## config.mk

```make
export PLATFORM = sky130hd
export DESIGN_NAME = ana_pad_mux_ctrl
export DESIGN_NICKNAME = d
export VERILOG_FILES = /design/src/rtl/ana_pad_pkg.sv /design/src/rtl/ana_pad_dly_cnt.sv /design/src/rtl/ana_pad_mux_ctrl.sv
export SDC_FILE = /design/constraint.sdc
export NUM_CORES = 1
export LEC_CHECK = 0
export ABC_AREA = 1
export CAP_MARGIN = 25
export CORE_MARGIN = 2
export CORE_UTILIZATION = 54
export CTS_BUF_LIST = sky130_fd_sc_hd__clkbuf_4
export CTS_CLUSTER_SIZE = 30
export DETAILED_ROUTE_END_ITERATION = 16
export MAX_ROUTING_LAYER = met4
export PLACE_DENSITY = 0.8
export SYNTH_ARGS = -nofsm -noshare
export SYNTH_HDL_FRONTEND = slang
export SYNTH_SLANG_ARGS = --single-unit
export TNS_END_PERCENT = 100
```

## constraint.sdc

```tcl
create_clock -name clk -period 2.5 [get_ports clk]
set_input_delay 0.25 -clock clk [delete_from_list [all_inputs] [get_ports clk]]
set_output_delay 0.25 -clock clk [all_outputs]
set_load 0.005 [all_outputs]
```

## src/rtl/ana_pad_pkg.sv

```systemverilog
// Shared types and helpers for the analog pad switch-bank controller.
package ana_pad_pkg;

    localparam int DEF_CNT_W = 8;
    localparam int MAX_NCH   = 32;

    typedef enum logic [1:0] {
        IDLE      = 2'd0,
        BREAK     = 2'd1,
        SETTLE    = 2'd2,
        CONNECTED = 2'd3
    } state_e;

    // One-hot switch pattern for channel idx; all-zero when idx is outside the bank.
    function automatic logic [MAX_NCH-1:0] onehot(input logic [31:0] idx, input int n);
        logic [MAX_NCH-1:0] res;
        if (idx < 32'(n)) begin
            res = 32'd1 << idx;
        end else begin
            res = '0;
        end
        return res;
    endfunction

endpackage

```

## src/rtl/ana_pad_dly_cnt.sv

```systemverilog
// Loadable down-counter used for both the break-before-make dead time and the settle interval.
module ana_pad_dly_cnt #(
    parameter int CNT_W = 8
) (
    input  logic             clk,
    input  logic             rst,
    input  logic             load,
    input  logic [CNT_W-1:0] load_val,
    output logic [CNT_W-1:0] value,
    output logic             done
);
    logic [CNT_W-1:0] cnt_r;

    // Load takes priority; otherwise count down and hold at zero.
    always_ff @(posedge clk or posedge rst) begin
        if (rst) begin
            cnt_r <= '0;
        end else if (load) begin
            cnt_r <= load_val;
        end else if (cnt_r != '0) begin
            cnt_r <= cnt_r - {{(CNT_W-1){1'b0}}, 1'b1};
        end else begin
            cnt_r <= cnt_r;
        end
    end

    assign value = cnt_r;
    assign done  = (cnt_r == '0);

endmodule

```

## src/rtl/ana_pad_mux_ctrl.sv

```systemverilog
// Analog pad switch-bank controller: connects at most one pad channel to the shared
// analog node, with break-before-make dead time and a settle interval before settled.
module ana_pad_mux_ctrl
    import ana_pad_pkg::*;
#(
    parameter int NCH        = 8,
    parameter int SEL_W      = $clog2(NCH),
    parameter int BBM_CYC    = 4,
    parameter int SETTLE_CYC = 16,
    parameter int CNT_W      = DEF_CNT_W
) (
    input  logic             clk,
    input  logic             rst,
    input  logic             req_valid,
    output logic             req_ready,
    input  logic [SEL_W-1:0] req_ch,
    input  logic             req_en,
    output logic [NCH-1:0]   sw_en,
    output logic [SEL_W-1:0] active_ch,
    output logic             busy,
    output logic             settled,
    output logic             err_range
);
    localparam logic [CNT_W-1:0] BBM_LOAD    = CNT_W'(BBM_CYC - 1);
    localparam logic [CNT_W-1:0] SETTLE_LOAD = CNT_W'((SETTLE_CYC > 0) ? SETTLE_CYC - 1 : 0);

    state_e           state_r, state_s;
    logic             conn_r, conn_s;
    logic [SEL_W-1:0] active_ch_r, ch_s;
    logic [NCH-1:0]   sw_en_r, sw_en_s;
    logic             busy_r, busy_s;
    logic             settled_r, settled_s;
    logic             err_range_r, err_s;
    logic             cnt_load_s;
    logic [CNT_W-1:0] cnt_load_val_s;
    logic             cnt_done_s;
    logic [CNT_W-1:0] cnt_val_unused_s;
    logic             accept_s;
    logic             in_range_s;

    assign req_ready  = ((state_r == IDLE) || (state_r == CONNECTED)) && !rst;
    assign accept_s   = req_valid && req_ready;
    assign in_range_s = (32'(req_ch) < 32'(NCH));

    ana_pad_dly_cnt #(.CNT_W(CNT_W)) u_dly_cnt (
        .clk      (clk),
        .rst      (rst),
        .load     (cnt_load_s),
        .load_val (cnt_load_val_s),
        .value    (cnt_val_unused_s),
        .done     (cnt_done_s)
    );

    // State register: sequencing state, connect/disconnect path and target channel.
    always_ff @(posedge clk or posedge rst) begin
        if (rst) begin
            state_r     <= IDLE;
            conn_r      <= 1'b0;
            active_ch_r <= '0;
        end else begin
            state_r     <= state_s;
            conn_r      <= conn_s;
            active_ch_r <= ch_s;
        end
    end

    // Next-state logic; a disconnect runs the full dead time even from IDLE.
    always_comb begin
        state_s        = state_r;
        conn_s         = conn_r;
        ch_s           = active_ch_r;
        cnt_load_s     = 1'b0;
        cnt_load_val_s = BBM_LOAD;
        err_s          = 1'b0;
        case (state_r)
            IDLE, CONNECTED: begin
                if (!accept_s) begin
                    state_s = state_r;
                end else if (!req_en) begin
                    state_s    = BREAK;
                    conn_s     = 1'b0;
                    cnt_load_s = 1'b1;
                end else if (!in_range_s) begin
                    err_s = 1'b1;
                end else if ((state_r == CONNECTED) && (req_ch == active_ch_r)) begin
                    state_s = state_r;
                end else begin
                    state_s    = BREAK;
                    conn_s     = 1'b1;
                    ch_s       = req_ch;
                    cnt_load_s = 1'b1;
                end
            end
            BREAK: begin
                if (!cnt_done_s) begin
                    state_s = BREAK;
                end else if (!conn_r) begin
                    state_s = IDLE;
                end else if (SETTLE_CYC > 0) begin
                    state_s        = SETTLE;
                    cnt_load_s     = 1'b1;
                    cnt_load_val_s = SETTLE_LOAD;
                end else begin
                    state_s = CONNECTED;
                end
            end
            SETTLE: begin
                if (cnt_done_s) begin
                    state_s = CONNECTED;
                end else begin
                    state_s = SETTLE;
                end
            end
            default: begin
                state_s = IDLE;
                conn_s  = 1'b0;
            end
        endcase
    end

    // Output decode from the upcoming state so every output is a flop.
    always_comb begin
        sw_en_s   = '0;
        busy_s    = 1'b0;
        settled_s = 1'b0;
        case (state_s)
            IDLE: begin
                sw_en_s = '0;
            end
            BREAK: begin
                busy_s = 1'b1;
            end
            SETTLE: begin
                sw_en_s = NCH'(onehot(32'(ch_s), NCH));
                busy_s  = 1'b1;
            end
            CONNECTED: begin
                sw_en_s   = NCH'(onehot(32'(ch_s), NCH));
                settled_s = 1'b1;
            end
            default: begin
                sw_en_s = '0;
            end
        endcase
    end

    // Output registers; reset opens every switch immediately.
    always_ff @(posedge clk or posedge rst) begin
        if (rst) begin
            sw_en_r     <= '0;
            busy_r      <= 1'b0;
            settled_r   <= 1'b0;
            err_range_r <= 1'b0;
        end else begin
            sw_en_r     <= sw_en_s;
            busy_r      <= busy_s;
            settled_r   <= settled_s;
            err_range_r <= err_s;
        end
    end

    assign sw_en     = sw_en_r;
    assign active_ch = active_ch_r;
    assign busy      = busy_r;
    assign settled   = settled_r;
    assign err_range = err_range_r;

endmodule
```

=== After elaboration in Yosys (flattened, before gate mapping) ===
Index checks and enable logic that the tools add are counted.

* Register bits after elaboration: 24
* Bits of input ports: 7
* Output and inout port bits: 15

* $add $sub $neg: 1
* Equal/unequal tests: 8
* Shift operators: 1
* Muxes and demuxes: 27
* Reductions and logical operators: 13

{| class="wikitable"
|+ Operators with widths
! kind !! count
|-
| two-way mux 8 bit || 3
|-
| two-way mux 3 bit || 4
|-
| two-way mux 4 bit || 3
|-
| two-way mux 1 bit || 10
|-
| two-way mux 2 bit || 5
|-
| equality test 2 bit, second input constant || 4
|-
| logical NOT 8 bit || 1
|-
| nonzero test 8 bit || 1
|-
| << shifter 1 x 3 -> 8 bit, first input constant || 1
|-
| subtractor 8 x 1 -> 8 bit, second input constant || 1
|-
| one-hot mux 2 bit (3 select lines) || 1
|-
| OR reduction 2 bit || 3
|-
| equality test 2 x 1 -> 1 bit, second input constant || 2
|-
| equality test 3 bit || 1
|-
| logical AND 1 bit || 3
|-
| AND reduction 3 bit || 1
|-
| logical NOT 2 bit || 1
|-
| inequality test 2 bit, second input constant || 1
|-
| one-hot mux 1 bit (2 select lines) || 1
|-
| nonzero test 2 bit || 1
|-
| logical NOT 1 bit || 1
|-
| logical OR 1 bit || 1
|}

=== Longest topological paths before layout ===
* Depth after elaboration: 9
* Gate-level depth with buffers: 14
* Depth with buffers taken out: 14

=== Cells and area by module ===
Synthesis repeated with hierarchy kept, for this count alone.

* Cells, all modules: 169
* Area total of the unflattened synthesis: 1355.0 µm²

{| class="wikitable"
|+ Modules (own cells, without submodules)
! module !! times used !! cells each !! area each (µm²) !! seq. area each (µm²)
|-
| ana_pad_mux_ctrl || 1 || 98 || 824.5 || 400.4
|-
| ana_pad_dly_cnt || 1 || 71 || 530.5 || 200.2
|}

=== Least setup slack after synthesis ===
OpenSTA, ideal clock, no wires.

* Kind: reg2reg
* From: reg state_r[0]
* To: reg sw_en_r[0], in the netlist sw_en[0]
* Library setup time: 118 ps
* Arrival: 2049 ps
* Required time: 2382 ps
* Path slack: 333 ps
* Stages on the path, launching flop included: 15
* Path buffers: 0
* Cells stage by stage: dfrtp_1 > inv_1 > ha_1 > inv_2 > nor2_4 > nand2_2 > clkinv_2 > nand2_1 > nand2_1 > o21ai_2 > inv_2 > ha_1 > or2_2 > nand2_1 > nor2_1

* Word-level cells in the longest chain between the ends: 9
* Elaborated cells between the ends (all ways): 22
* Classes of those cells: eq/ne (5); shift (1); mux (9); reduce/logical (7)

{| class="wikitable"
|+ Ends and longest elaborated chain
! item !! line !! source
|-
| start: declaration || ana_pad_mux_ctrl.sv:27 || <nowiki>state_e state_r, state_s;</nowiki>
|-
| start signal: assignment || ana_pad_mux_ctrl.sv:61 || <nowiki>state_r <= state_s;</nowiki>
|-
| equality test 2 bit or logical NOT 2 bit (tied branches) || ana_pad_mux_ctrl.sv:41 || <nowiki>assign req_ready = ((state_r == IDLE) || (state_r == CONNECTED)) && !rst;</nowiki>
|-
| logical OR 1 bit * || ana_pad_mux_ctrl.sv:41 ||
|-
| logical AND 1 bit * || ana_pad_mux_ctrl.sv:41 ||
|-
| named net req_ready || ana_pad_mux_ctrl.sv:15 || <nowiki>output logic req_ready,</nowiki>
|-
| logical AND 1 bit * || ana_pad_mux_ctrl.sv:42 || <nowiki>assign accept_s = req_valid && req_ready;</nowiki>
|-
| two-way mux 2 bit * || ana_pad_mux_ctrl.sv:77 || <nowiki>if (!accept_s) begin</nowiki>
|-
| one-hot mux 2 bit (3 select lines) * || ana_pad_mux_ctrl.sv:75 || <nowiki>case (state_r)</nowiki>
|-
| named net state_s[0] || ana_pad_mux_ctrl.sv:27 ||
|-
| equality test 2 bit || ana_pad_mux_ctrl.sv:126 || <nowiki>case (state_s)</nowiki>
|-
| OR reduction 2 bit (no source line) * || -- ||
|-
| two-way mux 8 bit * || -- ||
|-
| named net sw_en_s[0] || ana_pad_mux_ctrl.sv:30 || <nowiki>logic [NCH-1:0] sw_en_r, sw_en_s;</nowiki>
|-
| end signal: assignment || ana_pad_mux_ctrl.sv:155 || <nowiki>sw_en_r <= sw_en_s;</nowiki>
|-
| end: declaration || ana_pad_mux_ctrl.sv:30 ||
|}

Mark *: on every way through the listed nets, which the timed path passes. The rest lies on a longest branch.
A chain may end at the register's enable or synchronous reset.

=== Worst setup path after layout ===
* From: reg state_r[1]
* To: reg sw_en_r[6], in the netlist sw_en[6]

* Word-level cells in the longest chain between the ends: 9
* Elaborated cells between the ends (all ways): 22
* Classes of those cells: eq/ne (5); shift (1); mux (9); reduce/logical (7)

{| class="wikitable"
|+ Ends and longest elaborated chain
! item !! line
|-
| equality test 2 bit or logical NOT 2 bit (tied branches) || ana_pad_mux_ctrl.sv:41, ana_pad_mux_ctrl.sv:75, ana_pad_mux_ctrl.sv:85
|-
| logical AND 1 bit or logical OR 1 bit (tied branches) || ana_pad_mux_ctrl.sv:85, ana_pad_mux_ctrl.sv:41
|-
| two-way mux 2 bit or logical AND 1 bit (tied branches) || ana_pad_mux_ctrl.sv:85, ana_pad_mux_ctrl.sv:41
|-
| two-way mux 2 bit or logical AND 1 bit (tied branches) || ana_pad_mux_ctrl.sv:79, ana_pad_mux_ctrl.sv:42
|-
| two-way mux 2 bit || ana_pad_mux_ctrl.sv:77
|-
| one-hot mux 2 bit (3 select lines) * || ana_pad_mux_ctrl.sv:75
|-
| named net state_s[0] || ana_pad_mux_ctrl.sv:27
|-
| equality test 2 bit || ana_pad_mux_ctrl.sv:126
|-
| OR reduction 2 bit (no source line) * || --
|-
| two-way mux 8 bit * || --
|-
| named net sw_en_s[6] || ana_pad_mux_ctrl.sv:30
|}

Marked as above.

==> implementation parameters <==
Parameter                              Value

Setup path
  CP Max Fanout ... 6
  Timing endpoint of the critical path ... sw_en[6]
  Reg2reg setup slack ... 0.19 ns
  CP startpoint kind ... flop
  Critical Path RT ... 2.70 ns
  Critical path capture point type ... flop
  Worst path arrival time ... 2.50 ns
  Depth of the most critical reg-to-reg path ... 13
  Worst Setup SP ... state_r[1]
  Startpoint of the worst-slack reg-to-reg timing path ... state_r[1]
  End of the worst register-to-register path ... sw_en[6]
  Worst setup path class ... flop to flop

Drt
  Number of vias after detailed routing ... 1013
  Average wire per cell in the routed design ... 12.2 µm
  Via/cell ratio ... 5.04
  DRT Pass-1 Iters ... 4
  Number of nets with antenna violations after detailed routing ... 0
  Wire length after detailed routing ... 2450 µm
  Number of DRC markers in iteration 0 ... 19
  Remaining routing DRC violations ... 0

CTS
  Clock latency reported for the late side of the worst-skew pair ... 0.30 ns
  Clock Tree Buf Depth ... 2
  Clock sink count ... 24
  CTS Hold Bufs ... 0
  TritonCTS clock tree ... done
  Number of buffers created by CTS ... 3
  Number of H-tree branching levels ... 1
  Cell at the root of the clock tree ... sky130_fd_sc_hd__clkbuf_4
  CTS clk-pin slew, worst paths ... 0.12 ns

Floorplan
  Starting density of the core ... 0.578
  I/O pin count ... 22
  X dimension of the die ... 53.1 µm
  Placement row count ... 17
  Area of the die ... 2820 µm²
  Y dimension of the die ... 53.1 µm
  Placeable Area ... 2250 µm²

STA
  Fin Clk Skew ... 0.00561 ns
  Count of final max-slew check failures ... 0
  Final setup violation count ... 0
  Max Fclk ... 434 MHz
  Number of hold-slack violations in the final timing report ... 0
  Setup repair after global routing missed its margin ... no
  Final worst path period share ... 0.923
  Worst hold slack ... 0.236 ns
  Sum of negative setup slack ... 0 ns
  Time the worst path needs with I/O delays and setup ... 2.31 ns

Power
  Pint ... 0.872 mW
  Cell leakage power ... 0.802 nW
  Switching part of the total ... 0.419
  Gate power share ... 0.495
  Worst vdd rail ir drop ... 721 µV
  Power Dens Cells ... 950 nW/µm²
  Sw power ... 0.630 mW
  Sequential power share ... 0.398
  Proportion of power drawn by the clock network ... 0.107

Synthesis
  Syn Nets ... 162
  Post-synthesis async set-or-reset flop share ... 1.00
  Cell area after technology mapping ... 1300 µm²
  Sequential area share after synthesis ... 0.461
  Post-synth top flop ... sky130_fd_sc_hd__dfrtp_1
  Yosys warnings ... 0
  Count of cell types in the netlist ... 27
  FF+latch count, synth ... 24
  Synthesized instance count ... 148
  Average cell area after synthesis ... 8.81 µm²
  Number of enable flip-flop cells after synthesis ... 0

Flow run
  Max-cap check violation count ... 0

Hold path
  Type of the tightest min-delay check ... primary input to async pin

Global routing
  Antenna violations before repair ... 0
  Total global routing track utilization ... 0.207
  Vias in the first global route ... 952
  Grt total ovfl ... 0
  Global-route wire length before repair ... 4080 µm
  Largest net degree at the start of global routing ... 20

Placement
  Placed instance count ... 196
  HPWL after detailed placement ... 1990 µm
  Cell area after placement ... 1540 µm²
  Placer's final routability congestion estimate ... 0.930
  Number of buffer cells added on primary ports ... 20

Layout
  Fraction of final layout cells sized beyond drive strength 1 ... 0.162
  Total Nets Final ... 189
  Cell Count, Final, Fillers Out ... 201
  Final std cell area, no fill ... 1580 µm²
  Filler Cell Count ... 184
  Relative area change from synthesis to final layout ... 21.3%
  Number of diodes added for antenna fixing ... 0

Run status
  Run status ... finished, final reports clean
## routing by layer
layer  vias to the layer above  share of wire  global-route usage
met1                       475           0.45               0.266
met5                         -              0                   -
met4                         0         0.0057              0.0726
li1                        506              -                   -
met2                        30           0.50               0.335
met3                         2          0.045              0.0311
## worst max-delay path: stages (launching register included)
cell and delay [ns]:
sky130_fd_sc_hd__dfrtp_1 0.44, sky130_fd_sc_hd__ha_1 0.35, sky130_fd_sc_hd__inv_2 0.11, sky130_fd_sc_hd__nor2_4 0.04, sky130_fd_sc_hd__nand2_2 0.09, sky130_fd_sc_hd__clkinv_2 0.12, sky130_fd_sc_hd__nand2_2 0.12, sky130_fd_sc_hd__nand2_1 0.06
sky130_fd_sc_hd__o21ai_2 0.14, sky130_fd_sc_hd__inv_2 0.05, sky130_fd_sc_hd__ha_1 0.20, sky130_fd_sc_hd__or2_2 0.30, sky130_fd_sc_hd__nand2_2 0.11, sky130_fd_sc_hd__nor2_1 0.06
## cells in the mapped netlist (all sizes together) (2+ instances only)
library cell,count,area [µm²]
nand2,35,144
inv,25,96.4
ha,7,87.6
dfrtp,24,601
o21ai,9,60.1
xor2,6,52.6
nand3,10,67.6
nor2,22,121
nor3,2,10.0
## layout make-up
type,instances,area [µm²],share of cell area
clock buffer,3,22.5,0.0142
inverter,26,101,0.0641
multi-input combinational,97,599,0.379
sequential,24,601,0.380
tap,28,35.0,0.0222
timing repair buffer,23,223,0.141
## cell usage in the layout, fill, tap and decap left out
cell type,netlist,routed
sky130_fd_sc_hd__o21ai_0,4,3
sky130_fd_sc_hd__conb_1,1,1
sky130_fd_sc_hd__nand2_2,2,4
sky130_fd_sc_hd__nor3_1,2,2
sky130_fd_sc_hd__inv_2,3,3
sky130_fd_sc_hd__nand2_1,32,30
sky130_fd_sc_hd__clkinv_2,1,1
sky130_fd_sc_hd__a21oi_1,1,1
sky130_fd_sc_hd__inv_1,21,21
sky130_fd_sc_hd__ha_1,7,7
sky130_fd_sc_hd__nand4_4,1,1
sky130_fd_sc_hd__dfrtp_1,24,24
sky130_fd_sc_hd__xor2_1,6,6
sky130_fd_sc_hd__inv_4,1,1
sky130_fd_sc_hd__nor2_8,1,1
sky130_fd_sc_hd__nand3_2,1,1
sky130_fd_sc_hd__a31oi_1,1,1
sky130_fd_sc_hd__o21ai_1,1,2
sky130_fd_sc_hd__or2_2,1,1
sky130_fd_sc_hd__nor2_1,18,18
sky130_fd_sc_hd__nor2_4,3,3
sky130_fd_sc_hd__clkdlybuf4s50_1,0,20
sky130_fd_sc_hd__o21ai_2,4,4
sky130_fd_sc_hd__nand3_1,8,8
sky130_fd_sc_hd__buf_4,1,3
sky130_fd_sc_hd__nand3_4,1,1
sky130_fd_sc_hd__nand2_4,1,1
sky130_fd_sc_hd__clkbuf_4,0,3
sky130_fd_sc_hd__o2111ai_1,1,1
## what timing repair did
item | CTS | global route
hold endpoints to repair | 0 | 0
endpoints found under the setup margin | 0 | 8
setup buffers | 0 | 2
resized for setup | 0 | 3
## metrics by stage
| step | total power [mW] | util | setup WS, ns |
|---|---|---|---|
| after floorplan | 1.13 | - | 0.333 |
| after global placement | 1.30 | 0.683 | 0.178 |
| after global routing | 1.65 | 0.701 | 0.0262 |
| after detailed placement | 1.34 | 0.683 | 0.134 |
| after CTS | 1.50 | 0.693 | 0.119 |
| final | 1.50 | 0.701 | 0.193 |
## worst min-delay path by stage
| stage | startpoint | endpoint | slack (ns) | depth (start not counted) |
|---|---|---|---|---|
| floorplan | rst | active_ch[0] | 0.26 | 1 |
| global placement | u_dly_cnt.value[1] | u_dly_cnt.value[1] | 0.52 | 2 |
| detailed placement | u_dly_cnt.value[1] | u_dly_cnt.value[1] | 0.54 | 2 |
| CTS | rst | busy | 0.24 | 2 |
| global route | rst | busy | 0.25 | 2 |
| finish | rst | busy | 0.24 | 2 |
## cells by family after synthesis
logic type	count (synthesis)	share of synthesized area
AO/OA/AOI/OAI	12	0.0614
XOR/XNOR	6	0.0403
adder cells (fa/ha/maj)	7	0.0672
buffers and inverters	27	0.0835
flip-flops	24	0.461
other	1	0.00288
AND/OR/NAND/NOR	71	0.284
## sequential cells by signal, summed over array words and instances, names as in the netlist
name	flops
state_r	2
u_dly_cnt.value	8
busy	1
conn_r	1
sw_en	8
active_ch	3
settled	1
## power groups by stage
stage | sequential (mW) | combinational, mW | clock, mW
floorplan | 0.594 | 0.537 | 0
global placement | 0.605 | 0.695 | 0
detailed placement | 0.609 | 0.730 | 0
CTS | 0.601 | 0.733 | 0.168
global route | 0.614 | 0.854 | 0.182
finish | 0.598 | 0.744 | 0.161
No activity file was read; power rests on OpenSTA's default activity.
